## src/rtl/div_arbiter_pkg.sv

```systemverilog
// Shared constants and state encoding for the two-way divider arbiter.
package div_arbiter_pkg;
    localparam int NREQ  = 2;
    localparam int W_DEF = 20;

    // Quotient reported for a divide-by-zero job.
    localparam logic [W_DEF-1:0] DZ_QUO = '1;

    typedef enum logic [1:0] {
        IDLE  = 2'b00,
        START = 2'b01,
        WAIT  = 2'b10,
        DONE  = 2'b11
    } state_t;
endpackage

```

## src/rtl/div_arbiter_rr_arb2.sv

```systemverilog
// Combinational 2-way round-robin picker; the caller owns the `last` register.
module rr_arb2
    import div_arbiter_pkg::*;
(
    input  logic [NREQ-1:0] req,
    input  logic            last,
    output logic            any,
    output logic            winner
);
    assign any = |req;
    // On a tie, favour whoever was not served last.
    assign winner = (req == 2'b11) ? ~last : req[1];
endmodule

```

## src/rtl/div_arbiter.sv

```systemverilog
// Shares one start/done sequential divider between two requesters, round-robin,
// with divide-by-zero answered locally without starting the divider.
module div_arbiter
    import div_arbiter_pkg::*;
#(
    parameter int W = W_DEF
) (
    input  logic              clk,
    input  logic              reset_n,
    input  logic [NREQ-1:0]   req,
    input  logic [NREQ*W-1:0] dvnd_in,
    input  logic [NREQ*W-1:0] dvsr_in,
    output logic [NREQ-1:0]   done_tick,
    output logic [W-1:0]      quo,
    output logic [W-1:0]      rmd,
    output logic              dz,
    output logic              busy,
    output logic              owner,
    output logic              div_start,
    output logic [W-1:0]      div_dvnd,
    output logic [W-1:0]      div_dvsr,
    input  logic [W-1:0]      div_quo,
    input  logic [W-1:0]      div_rmd,
    input  logic              div_done_tick
);
    state_t     r_state;
    logic       r_owner;
    logic       r_last;
    logic [W-1:0] r_dvnd;
    logic [W-1:0] r_dvsr;
    logic [W-1:0] r_quo;
    logic [W-1:0] r_rmd;
    logic       r_dz;

    logic       w_any;
    logic       w_winner;
    logic [W-1:0] w_sel_dvnd;
    logic [W-1:0] w_sel_dvsr;

    rr_arb2 u_rr (
        .req    (req),
        .last   (r_last),
        .any    (w_any),
        .winner (w_winner)
    );

    assign w_sel_dvnd = w_winner ? dvnd_in[2*W-1:W] : dvnd_in[W-1:0];
    assign w_sel_dvsr = w_winner ? dvsr_in[2*W-1:W] : dvsr_in[W-1:0];

    always_ff @(posedge clk or negedge reset_n) begin
        if (!reset_n) begin
            r_state <= IDLE;
            r_owner <= 1'b0;
            r_last  <= 1'b1;
            r_dvnd  <= '0;
            r_dvsr  <= '0;
            r_quo   <= '0;
            r_rmd   <= '0;
            r_dz    <= 1'b0;
        end else begin
            case (r_state)
                IDLE: if (w_any) begin
                    r_owner <= w_winner;
                    r_last  <= w_winner;
                    r_dvnd  <= w_sel_dvnd;
                    r_dvsr  <= w_sel_dvsr;
                    if (w_sel_dvsr == '0) begin
                        // Divide-by-zero: answer directly, divider stays idle.
                        r_quo   <= '1;
                        r_rmd   <= w_sel_dvnd;
                        r_dz    <= 1'b1;
                        r_state <= DONE;
                    end else begin
                        r_dz    <= 1'b0;
                        r_state <= START;
                    end
                end
                START: r_state <= WAIT;
                WAIT: if (div_done_tick) begin
                    r_quo   <= div_quo;
                    r_rmd   <= div_rmd;
                    r_state <= DONE;
                end
                DONE:    r_state <= IDLE;
                default: r_state <= IDLE;
            endcase
        end
    end

    assign div_start = (r_state == START);
    assign busy      = (r_state != IDLE);
    assign done_tick = (r_state == DONE) ? (r_owner ? 2'b10 : 2'b01) : 2'b00;
    assign owner     = r_owner;
    assign quo       = r_quo;
    assign rmd       = r_rmd;
    assign dz        = r_dz;
    assign div_dvnd  = r_dvnd;
    assign div_dvsr  = r_dvsr;
endmodule

```

## config.mk

```make
export PLATFORM = sky130hd
export DESIGN_NAME = div_arbiter
export DESIGN_NICKNAME = d
export VERILOG_FILES = /design/src/rtl/div_arbiter_pkg.sv /design/src/rtl/div_arbiter_rr_arb2.sv /design/src/rtl/div_arbiter.sv
export SDC_FILE = /design/constraint.sdc
export NUM_CORES = 1
export LEC_CHECK = 0
export CAP_MARGIN = 20
export CORE_ASPECT_RATIO = 0.8
export CORE_MARGIN = 10
export CORE_UTILIZATION = 40
export DETAILED_ROUTE_END_ITERATION = 8
export PLACE_DENSITY = 0.84
export SLEW_MARGIN = 20
export SYNTH_ARGS = -nofsm -noshare
export SYNTH_HDL_FRONTEND = slang
export SYNTH_SLANG_ARGS = --single-unit
```

## constraint.sdc

```tcl
create_clock -name clk -period 2.6 [get_ports clk]
set_input_delay 0.52 -clock clk [delete_from_list [all_inputs] [get_ports clk]]
set_output_delay 0.52 -clock clk [all_outputs]
set_load 0.02 [all_outputs]
```

==> qor.yml <==
timing:
  drv_slew: 0
  worstMarginPinSlew_ns: 0.483
  finalSetupTns_ns: 0
  clock-skew-final_ns: 0.00575
  fmax_ghz: 0.385
  timing_hold_violations_final: 0
  slew_headroom_pct: 67.8
  finalCriticalPeriod_ns: 2.60
  fin_crit_sh_pct: 100
  setup_viol: 0
critical_path:
  cp.arrival_ns: 2.82
  start_kind: "primary input"
  critPathRequiredTime_ns: 2.82
  crit_path_cell_trace: "clkdlybuf4s50_1 -> nor4_4 -> buf_4 -> nand4b_1 -> a221oi_4 -> buf_4 -> buf_4 -> nor2_1 -> a221o_1"
  crit_path_max_fanout: 4
  cp_slowest_cell: "a221oi_4"
  end_kind: "register"
  rr_worst_depth: 7
  endpoint: "rmd[7]"
  r2r_start: "r_last"
  r2r_slack_ns: 0.40
  cp-startpoint: "dvsr_in[15]"
  critPathMaxStageDelay_ns: 0.49
  path_class: "in -> reg"
  reg2reg_to: "rmd[7]"
  crit_path_frequent_cell: "buf_4"
drt:
  detail-route-antenna-nets: 0
  routed_wl_um: 14500
  routedWlPerCell_um: 20.3
  firstDrtPassIters: 5
  drt-initial-drc-count: 139
  num_vias: 3729
  viasPerCell: 5.22
  drc: 0
pwr:
  pwr-share-seq_pct: 30.0
  combPwrFrac_pct: 51.9
  p_sw_w: 0.00292
  p_sw_share_pct: 37.8
  power.share.clock_pct: 18.1
  leakagePower_nw: 2.83
  vdd_ir_drop_max_mv: 0.678
  internal-power_w: 0.00481
  power_density_nw_per_um2: 1130
clock_network:
  cts_buffers: 9
  htree_num_levels: 3
  clock_path_buffers: 2
  root_buffer: "clkbuf_16"
  cts_tree: "done"
  cts_sinks: 85
  clk_latency_ns: 0.33
  cts.reportedPaths.clkPinSlew_ns: 0.06
run_status:
  status: "complete, no violations"
worst_hold_path:
  hp-class: "in -> async"
grt:
  grt_max_degree: 52
  grt_pass1_vias: 4128
  antenna_found_initial: 0
  grt_pass1_wl_um: 22300
  grtUsageTotal_pct: 19.3
  overflow: 0
synthesis:
  synth_top_area_share_pct: 51.6
  yosysTopAreaCell: "dfrtp_1"
  synth_fa_ha_area_share_pct: 1.23
  synth_xor_area_share_pct: 0
  synthCells: 353
  synth_top_family_by_area: "multiplexers"
  syn-cell-area_um2: 4070
  synth_edf_count: 0
  ys.flop_type: "dfrtp_1"
  yosys.area_share.simple_pct: 11.9
  synth.distinct_cells: 36
  ys_ff_latch: 85
  yosysSeqAreaShare_pct: 52.3
  synth_area_leaders: "dfrtp_1, mux2_2, a221o_1"
  synth_mux_area_share_pct: 21.2
  syn_nets: 482
  synthTopCellsByCount: "dfrtp_1, mux2_2, nand2_1"
  synth-compound-area-share_pct: 10.6
  postSynth.asyncResetShare_pct: 100
  yosysMostFrequentCell: "dfrtp_1"
  syn_avg_cell_area_um2: 11.5
  yosys_warnings: 0
floorplan:
  die_height_um: 110
  dieArea_um2: 14600
  initial_utilization_pct: 41.7
  core_um2: 9770
  io_pins: 211
  die_x_um: 133
  std_cell_rows: 32
final_layout:
  drive_gt1_share_pct: 16.9
  multiInputGateArea_um2: 1880
  nets: 703
  syn2layout_area_growth_pct: 67.9
  antenna_cells: 0
  nFillCells: 746
  seq_area_um2: 2130
  stdcell_area_um2: 6840
placed_design:
  dpl-instance-area_um2: 6450
  gp_congestion: 0.878
  dpl.hpwl_um: 11400
  place.port_buffers: 210
flow_run:
  cap_viol_max_count: 0
==> logic make-up (layout without fill, tap and decap cells) <==
logic type,count (synthesis),count (layout)
compound gates,56,56
fa+ha+maj,4,4
buf+inv,27,253
flops,85,85
mux,79,79
simple gates,102,102
==> flip-flops by register name, summed over array words and instances, names as in the netlist <==
signal and count:
owner 1, rmd 20, dz 1, div_dvsr 20, div_dvnd 20, quo 20
r_state 2, r_last 1
==> critical path: cells and delay by family <==
family | cells | cell delay [ns]
buffers and inverters | 4 | 0.93
AOI/OAI and AO/OA | 2 | 0.75
and+or+nand+nor | 3 | 0.62
==> stage by stage <==
stage	std cells	hold slack, ns	utilization, %	setup slack (ns)	power [W]
finish	715	0.142	70.0	0.000106	0.00773
global route	715	0.165	70.0	-0.0400	0.00817
CTS	712	0.151	69.6	0.0146	0.00781
detailed placement	696	0.470	66.0	-0.346	0.00637
global placement	696	0.463	66.0	-0.216	0.00623
floorplan	353	0.224	-	0.352	0.00434
==> how the worst min path moves through the flow <==
stage / from / end / slack, ns / cells past startpoint
after detailed placement: div_dvsr[0] / div_dvsr[0] / 0.47 / 2
final: reset_n / quo[8] / 0.14 / 1
after global placement: div_dvsr[12] / div_dvsr[12] / 0.46 / 2
after floorplan: reset_n / div_dvnd[0] / 0.22 / 0
after CTS: reset_n / quo[12] / 0.15 / 1
after global routing: reset_n / quo[6] / 0.17 / 1
==> power by group through the flow <==
stage                     Combinational (W)  Clock, W  Sequential, W
after floorplan                     0.00129         0        0.00305
after global placement              0.00393         0        0.00230
after detailed placement            0.00404         0        0.00234
after CTS                           0.00406   0.00143        0.00232
after global routing                0.00429   0.00148        0.00240
final                               0.00401   0.00140        0.00232
==> metal layers <==
layer	GRT usage (%)	wire length [um]
met1	20.8	5750
met2	34.5	7350
met3	8.45	1350
met4	4.94	102
met5	0	0
==> cell type report <==
cell class,count,area share [%]
Clock buffer,9,3.29
Multi-Input combinational cell,241,27.5
Timing Repair Buffer,232,33.9
Inverter,5,0.274
Sequential cell,85,31.1
Clock inverter,7,1.45
Tap cell,136,2.49
==> what timing repair did <==
| item | in CTS | in global routing |
|---|---|---|
| endpoints found under the hold margin | 0 | 0 |
| setup buffers | 0 | 2 |
| pin swaps | 0 | 1 |
| hold buffers | 0 | 0 |
| gates cloned | 0 | 1 |
| gates resized for setup | 3 | 5 |
| endpoints found under the setup margin | 4 | 21 |
==> cell usage in the layout, fill, tap and decap left out, types with 10 or more instances in the layout <==
cell type	count
clkdlybuf4s50_1	209
mux2_1	10
a221o_1	20
buf_4	18
o21ai_0	20
nand2b_1	19
nand2_1	40
mux2i_1	20
mux2_2	49
nor2_1	22
dfrtp_1	84
No activity file was read; power rests on OpenSTA's default activity.
